<file path="config.mk">
export PLATFORM = sky130hd
export DESIGN_NAME = regfile_dump_reader
export DESIGN_NICKNAME = d
export VERILOG_FILES = /design/src/rtl/regfile_dump_reader.sv
export SDC_FILE = /design/constraint.sdc
export NUM_CORES = 1
export LEC_CHECK = 0
export CAP_MARGIN = 0
export CORE_UTILIZATION = 40
export DETAILED_ROUTE_END_ITERATION = 10
export PLACE_DENSITY_LB_ADDON = 0.25
export SYNTH_ARGS = -nofsm -noshare
export SYNTH_HDL_FRONTEND = slang
export SYNTH_SLANG_ARGS = --single-unit
</file>
<file path="constraint.sdc">
create_clock -name clk -period 4 [get_ports clk]
set_input_delay 0.6 -clock clk [delete_from_list [all_inputs] [get_ports clk]]
set_output_delay 0.6 -clock clk [all_outputs]
set_load 0.01 [all_outputs]
</file>
<file path="src/rtl/regfile_dump_reader.sv">
// Walks the register file debug port from FIRST_REG to LAST_REG and streams header, {idx, 4 data bytes} per register, XOR checksum.
// Registered outputs; each byte is held until tx_valid && tx_ready, and one dead cycle per register captures data_dbg.
module regfile_dump_reader #(
  parameter int          FIRST_REG   = 0,
  parameter int          LAST_REG    = 31,
  parameter logic [7:0]  HEADER_BYTE = 8'hA5
) (
  input  logic        clk,
  input  logic        rst_n,
  input  logic        start,
  output logic [4:0]  req_dbg,
  input  logic [31:0] data_dbg,
  output logic [7:0]  tx_data,
  output logic        tx_valid,
  input  logic        tx_ready,
  output logic        busy,
  output logic        done
);

  localparam logic [4:0] FIRST_IDX = FIRST_REG[4:0];
  localparam logic [4:0] LAST_IDX  = LAST_REG[4:0];

  localparam logic [3:0] IDLE   = 4'd0;
  localparam logic [3:0] HDR    = 4'd1;
  localparam logic [3:0] LOAD   = 4'd2;
  localparam logic [3:0] S_IDX  = 4'd3;
  localparam logic [3:0] S_D3   = 4'd4;
  localparam logic [3:0] S_D2   = 4'd5;
  localparam logic [3:0] S_D1   = 4'd6;
  localparam logic [3:0] S_D0   = 4'd7;
  localparam logic [3:0] S_CSUM = 4'd8;

  logic [3:0]  state;
  logic [4:0]  idx;
  logic [31:0] word;
  logic [7:0]  csum;
  logic        accept;

  assign accept  = tx_valid && tx_ready;
  assign req_dbg = idx;

  always_ff @(posedge clk or negedge rst_n) begin
    if (!rst_n) begin
      state    <= IDLE;
      idx      <= FIRST_IDX;
      word     <= 32'd0;
      csum     <= 8'd0;
      tx_valid <= 1'b0;
      tx_data  <= 8'd0;
      busy     <= 1'b0;
      done     <= 1'b0;
    end else begin
      done <= 1'b0;
      case (state)
        IDLE: begin
          if (start) begin
            idx      <= FIRST_IDX;
            csum     <= 8'd0;
            busy     <= 1'b1;
            tx_valid <= 1'b1;
            tx_data  <= HEADER_BYTE;
            state    <= HDR;
          end
        end
        HDR: begin
          // Header is deliberately left out of the checksum.
          if (accept) begin
            tx_valid <= 1'b0;
            state    <= LOAD;
          end
        end
        LOAD: begin
          word     <= data_dbg;
          tx_valid <= 1'b1;
          tx_data  <= {3'b000, idx};
          state    <= S_IDX;
        end
        S_IDX: begin
          if (accept) begin
            csum    <= csum ^ tx_data;
            tx_data <= word[31:24];
            state   <= S_D3;
          end
        end
        S_D3: begin
          if (accept) begin
            csum    <= csum ^ tx_data;
            tx_data <= word[23:16];
            state   <= S_D2;
          end
        end
        S_D2: begin
          if (accept) begin
            csum    <= csum ^ tx_data;
            tx_data <= word[15:8];
            state   <= S_D1;
          end
        end
        S_D1: begin
          if (accept) begin
            csum    <= csum ^ tx_data;
            tx_data <= word[7:0];
            state   <= S_D0;
          end
        end
        S_D0: begin
          if (accept) begin
            csum <= csum ^ tx_data;
            if (idx == LAST_IDX) begin
              // Checksum byte must include the data byte accepted this cycle.
              tx_data <= csum ^ tx_data;
              state   <= S_CSUM;
            end else begin
              idx      <= idx + 5'd1;
              tx_valid <= 1'b0;
              state    <= LOAD;
            end
          end
        end
        S_CSUM: begin
          if (accept) begin
            tx_valid <= 1'b0;
            busy     <= 1'b0;
            done     <= 1'b1;
            state    <= IDLE;
          end
        end
        default: begin
          tx_valid <= 1'b0;
          busy     <= 1'b0;
          state    <= IDLE;
        end
      endcase
    end
  end

endmodule

</file>
Word level (Yosys, flattened, before mapping)
Cells that the tools add are included.
Cells by class
  divide/modulo/power cells: 0
  multiply operators: 0
  shift-type cells: 0
  bitwise operators: 3
  order comparisons: 0
  equality and inequality tests: 21
  add/sub/neg operators: 1
  reductions and logical operators: 15
  muxes and demuxes: 33
Operator list (count)
  $mux W8: 9
  $pmux W8 S7: 1
  $mux W4: 9
  $pmux W4 S9: 1
  $ne A2 B2 Y1 const B: 10
  $eq A4 B3 Y1 const B: 4
  $pmux W8 S2: 1
  $reduce_and A8 Y1: 2
  $mux W5: 3
  $pmux W5 S2: 1
  $eq A4 B2 Y1 const B: 2
  $xor A8 B8 Y8: 1
  $reduce_bool A7 Y1: 1
  $reduce_or A7 Y1: 1
  $mux W1: 6
  $reduce_and A3 Y1: 2
  $add A5 B1 Y5 const B: 1
  $eq A5 B5 Y1 const B: 1
  $pmux W1 S5: 1
  $reduce_and A5 Y1: 1
  $reduce_or A5 Y1: 1
  $eq A4 B1 Y1 const B: 1
  $eq A4 B4 Y1 const B: 1
  $logic_not A4 Y1: 1
  8 further kinds: 11
Word-level totals
  latch bits: 0
  register bits after elaboration: 60
  memories: 0
  memory bits (read-only): 0
  memory bits (writable): 0
  input bits: 36

Depth between registers and ports, before layout
Gate-level depths: netlist (run 1).
  word-level depth: 4
  depth in mapped cells: 7

Worst setup path after synthesis (run 1)
Ideal clock, no wire load.
  path type: register to register
  start point: register idx[0] (netlist: req_dbg[0])
  end point: register tx_data[1]
  cell stages (with the launch flop): 8
  setup time: 0.126 ns
  arrival: 1.996 ns
  path buffers: 0
  setup slack: 1.878 ns
  path through: dfrtp_1 -> ha_1 -> and3_1 -> ha_1 -> and3b_1 -> o31ai_4 -> nand2_4 -> o32a_1
Between the ends
  word-level cells in the longest chain between the ends: 3
Ends and longest elaborated chain
  start: declaration: line 34  | logic [4:0] idx;
  start signal: assignment: line 114  | idx <= idx + 5'd1;
  $eq A5 B5 Y1: line 109  | if (idx == LAST_IDX) begin
  $ne A2 B2 Y1 (no source line)
  $reduce_and A8 Y1 (no source line)
  end signal: assignment: line 95  | tx_data <= word[15:8];
  end signal: assignment: line 102  | tx_data <= word[7:0];
  end signal: assignment: line 111  | tx_data <= csum ^ tx_data;
  end: declaration: line 13  | output logic [7:0] tx_data,
No other way between the ends.
A chain may end at the register's enable or synchronous reset.

Worst setup path in the final report (run 1)
  start point: register state[2]
  end point: register tx_data[2]
Between the ends
  word-level cells in the longest chain between the ends: 3
  elaborated cells between the ends (all ways): 17
  classes of those cells: eq/ne (13); mux (1); reduce/logical (3)
Ends and longest elaborated chain
  start: declaration: line 33  | logic [3:0] state;
  start signal: assignment: line 44  | state <= IDLE;
  start signal: assignment: line 62  | state <= HDR;
  start signal: assignment: line 69  | state <= LOAD;
  $eq A4 B3 Y1, or another cell as far along: line 54  | case (state)
  $reduce_bool A7 Y1 (no source line) / $ne A2 B2 Y1 (equally long branches)
  $reduce_and A8 Y1 (no source line)
  end signal: assignment: line 75  | tx_data <= {3'b000, idx};
  end signal: assignment: line 81  | tx_data <= word[31:24];
  end signal: assignment: line 88  | tx_data <= word[23:16];
Several ways; a longest one is shown, not always the timed one.

==> Implementation_results.wiki, run 1 <==
{| class="wikitable"
! Metric !! Value
|-
| Outcome || finished, final reports clean
|-
| Element type at the critical path end || flip-flop
|-
| Fill cell total of the finished layout || 696
|-
| Setup TNS || 0 ps
|-
| Max-slew violation count || 0
|-
| Post-synthesis register bit count || 60
|-
| Largest area contributor in the synthesized netlist || sky130_fd_sc_hd__dfrtp_1
|-
| Startpoint class of the critical path || flip-flop
|-
| Maximum buffer depth of the clock tree || 2
|-
| Number of gates resized after CTS || 0
|-
| Simple-Gate Fraction of Synth Area || 0.147
|-
| Number of violations of the max-capacitance limit || 0
|-
| Die Footprint || 8390 µm²
|-
| CTS tree || yes
|-
| Buffers on Ports || 51
|-
| Post-Synth XOR/XNOR Area || 0.00273
|-
| Mean routed wirelength per cell || 16.7 µm
|-
| Per-instance average area after synthesis || 11.1 µm²
|-
| Post-synthesis cell type count || 64
|-
| Static Leak || 1.59 nW
|-
| Nets || 376
|-
| Residual antenna-violating net count after detailed routing || 0
|-
| Synth async-reset ratio || 1.00
|-
| Main synth FF type || sky130_fd_sc_hd__dfrtp_1
|-
| Number of vias in the routed layout || 2526
|-
| Combined area of all synthesized cells || 3210 µm²
|-
| Initial core utilization || 0.415
|-
| Worst slew margin relative to its limit || 0.394
|-
| Synth Net Count || 327
|-
| Worst IR Drop VDD || 0.306 mV
|-
| Die Y || 91.6 µm
|-
| # rows || 32
|-
| Main combinational cell family by area after synthesis || compound AO/OA/AOI/OAI gates
|-
| Synthesized netlist cell count || 289
|-
| Post-placement setup slack || 1310 ps
|-
| Wire length of the first global-routing pass || 12600 µm
|-
| Pwr per Cell Area || 774 nW/µm²
|-
| Post-synthesis compound-gate area fraction || 0.172
|-
| Transition time at the pin with the least slew margin || 907 ps
|-
| Most repeated cell in the gate-level netlist after synthesis || sky130_fd_sc_hd__dfrtp_1
|-
| Total number of clock tree sinks || 60
|-
| Count of unresolved DRC violations after routing || 0
|-
| Core ar. || 7730 µm²
|-
| FMAX || 0.409 GHz
|-
| Final setup fails || 0
|-
| Footprint of the multi-input gates || 1560 µm²
|-
| DRT Pass-1 Iters || 4
|-
| Post-CTS Hold Fix Bufs || 0
|-
| Data arrival time of the critical path || 2650 ps
|-
| Vias in the first global route || 2483
|-
| Proportion of synthesized area in mux cells || 0.157
|-
| Commonest cells in the synthesized netlist || sky130_fd_sc_hd__dfrtp_1 (60), sky130_fd_sc_hd__mux2_1 (30), sky130_fd_sc_hd__nand2_1 (16)
|-
| Cell Count, Final, Fillers Out || 444
|-
| Path type of the worst setup path || reg -> reg
|-
| Data required time at the worst endpoint || 4210 ps
|-
| Proportion of synthesized chip area in sequential cells || 0.468
|-
| Routability cong. || 0.837
|-
| Library cell used as clock root buffer || sky130_fd_sc_hd__clkbuf_8
|-
| Clock input transition at the sequential cells of the worst setup and hold paths || 70 ps
|-
| Number of H-tree levels || 3
|-
| Total power of the final layout || 3.07 mW
|-
| Final clock period utilization by the worst path || 0.611
|-
| Top area cells in the synthesized netlist || sky130_fd_sc_hd__dfrtp_1 (47%), sky130_fd_sc_hd__mux2_1 (11%), sky130_fd_sc_hd__mux2i_1 (3.7%)
|-
| Initial detailed-routing violation count || 176
|-
| Post-CTS repair timing setup buffer count || 0
|-
| Synthesis-to-finish area growth || 23.5%
|-
| Total wire length after detailed routing || 7440 µm
|-
| Setup repair after global routing missed its margin || false
|-
| Clk_lat worst skew || 340 ps
|-
| Storage cell area || 1500 µm²
|-
| Number of enable flip-flop cells after synthesis || 0
|-
| Final critical delay including setup and external delays || 2440 ps
|-
| IO Count || 52
|-
| Number of antenna violations at the first check in global routing || 0
|-
| CTS Buf Count || 9
|-
| Critical path peak fanout || 22
|-
| All-Layer GR Usage || 0.195
|-
| Layout cell share with drive strength beyond 1 || 0.114
|-
| Portion of synthesized cell area occupied by the leading cell type || 0.468
|-
| Maximum number of pins on one net before global-route repair || 34
|-
| Detail-routed via count per cell || 5.69
|-
| Worst setup slack after layout || 1560 ps
|-
| Worst-case clock skew || 4.99 ps
|-
| Total grt overflow || 0
|-
| Floorplan die width || 91.6 µm
|-
| Final antenna diode count || 0
|-
| Hold WC Path Type || in -> async
|-
| Number of placed instances with taps included || 429
|-
| Synthesis warning total || 0
|-
| Final hold viol count || 0
|-
| HPWL after detailed placement || 5300 µm
|-
| Adder-Cell Fraction of Synth Area || 0.00779
|}
report_power, final:
part	internal (mW)	switching, mW
Sequential	0.881	0.260
Combinational	0.684	0.712
Clock	0.297	0.235
Total	1.86	1.21
kinds of logic (layout without fill, tap and decap cells):
logic type | Yosys count | in the layout
XOR/XNOR | 1 | 1
AO/OA/AOI/OAI | 75 | 75
AND/OR/NAND/NOR | 77 | 77
adder cells (fa/ha/maj) | 2 | 2
buffers and inverters | 28 | 81
flip-flops | 60 | 60
multiplexers | 46 | 46
layout make-up:
type | count | area share
timing repair buffer | 57 | 0.139
multi-input combinational | 201 | 0.394
clock inverter | 5 | 0.0133
sequential | 60 | 0.379
tap | 102 | 0.0322
inverter | 9 | 0.00852
clock buffer | 10 | 0.0347
through the flow:
stage          instance area, µm²  hold WS [ps]   util
4_1_cts                      3960           337  0.513
6_report                     3960           314  0.513
2_1_floorplan                3210           304      -
3_3_place_gp                 3770           467  0.488
3_5_place_dp                 3770           474  0.488
5_1_grt                      3960           369  0.513
path summary, 6_finish.rpt:
check	start	slack (ps)	cells past startpoint	endpoint
max	state[2]	1560	5	tx_data[2]
min	rst_n	310	1	csum[3]
max reg2reg	state[2]	1560	5	tx_data[2]
min reg2reg	word[21]	480	1	word[21]
max in group asynchronous	rst_n	2820	2	req_dbg[1]
min in group clk	word[21]	480	1	word[21]
critical path: stages, from the launching register on:
cell and delay [ps]:
sky130_fd_sc_hd__dfrtp_1 890, sky130_fd_sc_hd__buf_4 360, sky130_fd_sc_hd__mux2i_1 240, sky130_fd_sc_hd__o21ai_0 120, sky130_fd_sc_hd__a2111oi_0 540, sky130_fd_sc_hd__o2bb2ai_1 150
placed cells by master (no fill, tap or decap), drive strengths merged, types with 8 or more instances in the layout:
master and n:
dfrtp 60, clkdlybuf4s50 50, mux2 34, o21ai 19, nand2 17, nor3 14
mux2i 12, a21oi 12, o31ai 11, clkbuf 10, inv 8, nand3 8
sequential cells by signal (all words and copies together), names as in the netlist:
register and flops:
state 4, done 1, word 32, tx_valid 1
csum 8, req_dbg 5, tx_data 8, busy 1
routing by layer:
| metal | routed length, µm | share of wire | track usage |
|---|---|---|---|
| met5 | 0 | 0 | 0 |
| met2 | 3350 | 0.45 | 0.284 |
| met4 | 175 | 0.024 | 0.101 |
| met1 | 3450 | 0.46 | 0.272 |
| met3 | 459 | 0.062 | 0.0402 |
Power figures use the tool's default switching activity.
==> inputs of run 2 (changes only) <==
==> constraint.sdc (replaced) <==
create_clock -name clk -period 2.53 [get_ports clk]
set_input_delay 0.3795 -clock clk [delete_from_list [all_inputs] [get_ports clk]]
set_output_delay 0.3795 -clock clk [all_outputs]
set_load 0.01 [all_outputs]
==> Implementation_results.wiki, run 2 (same netlist as run 1, synthesis figures left out) <==
{| class="wikitable"
! Metric !! Value
|-
| DRT Pass-1 Iters || 4
|-
| Die Footprint || 8390 µm²
|-
| Max FFs per register || 32
|-
| Post-CTS repair timing setup buffer count || 0
|-
| Routability cong. || 0.876
|-
| Nets || 382
|-
| Detail-routed via count per cell || 5.51
|-
| Hold WC Path Type || in -> async
|-
| All-Layer GR Usage || 0.196
|-
| Transition time at the pin with the least slew margin || 635 ps
|-
| Buffers on Ports || 51
|-
| Proportion of power drawn by flip-flops and latches || 0.368
|-
| Registers with the most flip-flops || word (32), csum (8), tx_data (8)
|-
| Pwr per Cell Area || 1230 nW/µm²
|-
| FMAX || 0.433 GHz
|-
| FF-to-FF setup slack || 220 ps
|-
| Sw Ratio || 0.387
|-
| Highest-count cells in the layout ignoring fill and taps || sky130_fd_sc_hd__dfrtp_1 (60), sky130_fd_sc_hd__clkdlybuf4s50_1 (50), sky130_fd_sc_hd__mux2_1 (30), sky130_fd_sc_hd__nand2_1 (16)
|-
| Data arrival time of the critical path || 2530 ps
|-
| Proportion of power drawn by combinational gates || 0.456
|-
| Setup repair after global routing missed its margin || false
|-
| Path type of the worst setup path || reg -> reg
|-
| Max-slew violation count || 0
|-
| Total wire length after detailed routing || 7320 µm
|-
| Number of gates resized after CTS || 0
|-
| Synthesis-to-finish area growth || 26.0%
|-
| CTS tree || yes
|-
| Initial core utilization || 0.415
|-
| Clk_lat worst skew || 340 ps
|-
| Vias in the first global route || 2459
|-
| Number of placed instances with taps included || 435
|-
| Clk pwr share || 0.176
|-
| Startpoint class of the critical path || flip-flop
|-
| Number of violations of the max-capacitance limit || 0
|-
| Maximum buffer depth of the clock tree || 2
|-
| Number of vias in the routed layout || 2484
|-
| Mean routed wirelength per cell || 16.2 µm
|-
| Setup TNS || 0 ps
|-
| Initial detailed-routing violation count || 177
|-
| Final hold viol count || 0
|-
| Die Y || 91.6 µm
|-
| IO Count || 52
|-
| Total number of clock tree sinks || 60
|-
| Final setup fails || 0
|-
| Wire length of the first global-routing pass || 12700 µm
|-
| Static Leak || 1.64 nW
|-
| Cell Count, Final, Fillers Out || 451
|-
| Library cell used as clock root buffer || sky130_fd_sc_hd__clkbuf_8
|-
| Number of H-tree levels || 3
|-
| Final standard cell utilization of the core || 0.523
|-
| Element type at the critical path end || flip-flop
|-
| Worst-case clock skew || 9.47 ps
|-
| R2r startpoint || req_dbg[0]
|-
| Maximum number of pins on one net before global-route repair || 36
|-
| Internal power summed over all cells || 3.04 mW
|-
| Total net switching power || 1.92 mW
|-
| Largest register by flop count || word
|-
| Floorplan die width || 91.6 µm
|-
| Worst IR Drop VDD || 0.452 mV
|-
| Layout cell share with drive strength beyond 1 || 0.132
|-
| Final critical delay including setup and external delays || 2310 ps
|-
| Total power of the final layout || 4.96 mW
|-
| Cell count of the worst reg-to-reg path || 7
|-
| HPWL after detailed placement || 5420 µm
|-
| Worst slew margin relative to its limit || 0.577
|-
| Final clock period utilization by the worst path || 0.913
|-
| Total grt overflow || 0
|-
| Data required time at the worst endpoint || 2750 ps
|-
| Number of antenna violations at the first check in global routing || 0
|-
| Leading cell type in the layout, fill and taps excluded || sky130_fd_sc_hd__dfrtp_1
|-
| Residual antenna-violating net count after detailed routing || 0
|-
| # rows || 32
|-
| Post-Route Hold Slack || 59.9 ps
|-
| Critical path peak fanout || 10
|-
| Outcome || finished, final reports clean
|-
| End of the worst register-to-register path || tx_data[3]
|-
| CTS Buf Count || 9
|-
| Final antenna diode count || 0
|-
| Clock input transition at the sequential cells of the worst setup and hold paths || 60 ps
|-
| Core ar. || 7730 µm²
|-
| Post-CTS Hold Fix Bufs || 0
|-
| Count of unresolved DRC violations after routing || 0
|}
run 2: cell count changes in the layout (fill, tap and decap cells not counted):
cell                         previous run  this run
sky130_fd_sc_hd__clkinv_2               3         4
sky130_fd_sc_hd__buf_12                 0         2
sky130_fd_sc_hd__clkinvlp_4             1         0
sky130_fd_sc_hd__clkbuf_8              10        11
sky130_fd_sc_hd__buf_4                  6        10
run 2: cell type report:
| class | instances | area, µm² |
|---|---|---|
| fillers | 691 | 3680 |
| multi-input cells | 201 | 1560 |
| flip-flops and latches | 60 | 1500 |
| repair buffers | 63 | 621 |
| clock buffers | 11 | 151 |
| well taps | 102 | 128 |
| clock inverters | 5 | 50.0 |
| inverters | 9 | 33.8 |
run 2: metal layers:
metal / global-route usage / up-vias / share of wire
met5: 0 / - / 0
met4: 0.0701 / 0 / 0.018
met3: 0.0611 / 12 / 0.059
met2: 0.279 / 63 / 0.42
met1: 0.278 / 1216 / 0.50
li1: - / 1193 / -
run 2: worst max-delay path by stage:
stage	startpoint	endpoint	depth (start not counted)
after floorplan	req_dbg[0]	tx_data[1]	7
after global placement	tx_ready	tx_data[3]	5
after detailed placement	tx_ready	tx_data[3]	5
after CTS	req_dbg[0]	tx_data[3]	7
after global routing	req_dbg[0]	tx_data[3]	7
final	req_dbg[0]	tx_data[3]	7
run 2: stage by stage:
step	worst slack [ps]	cell area, µm²
3_3_place_gp	323	3840
3_5_place_dp	263	3840
4_1_cts	240	4050
5_1_grt	72.8	4050
2_1_floorplan	408	3210
6_report	221	4050
run 2: worst max-delay path: stages (launching register included):
cell and delay, ps:
sky130_fd_sc_hd__dfrtp_1 440, sky130_fd_sc_hd__ha_1 200, sky130_fd_sc_hd__and3_1 160, sky130_fd_sc_hd__ha_1 260, sky130_fd_sc_hd__and3b_1 240, sky130_fd_sc_hd__o31ai_4 400, sky130_fd_sc_hd__nand2_4 110, sky130_fd_sc_hd__o32a_1 380
run 2: power groups by stage:
stage | combinational [mW] | clock (mW) | sequential (mW)
global placement | 2.22 | 0 | 1.82
floorplan | 1.71 | 0 | 1.67
CTS | 2.27 | 0.896 | 1.82
finish | 2.26 | 0.872 | 1.82
detailed placement | 2.26 | 0 | 1.83
global route | 2.50 | 0.940 | 1.89
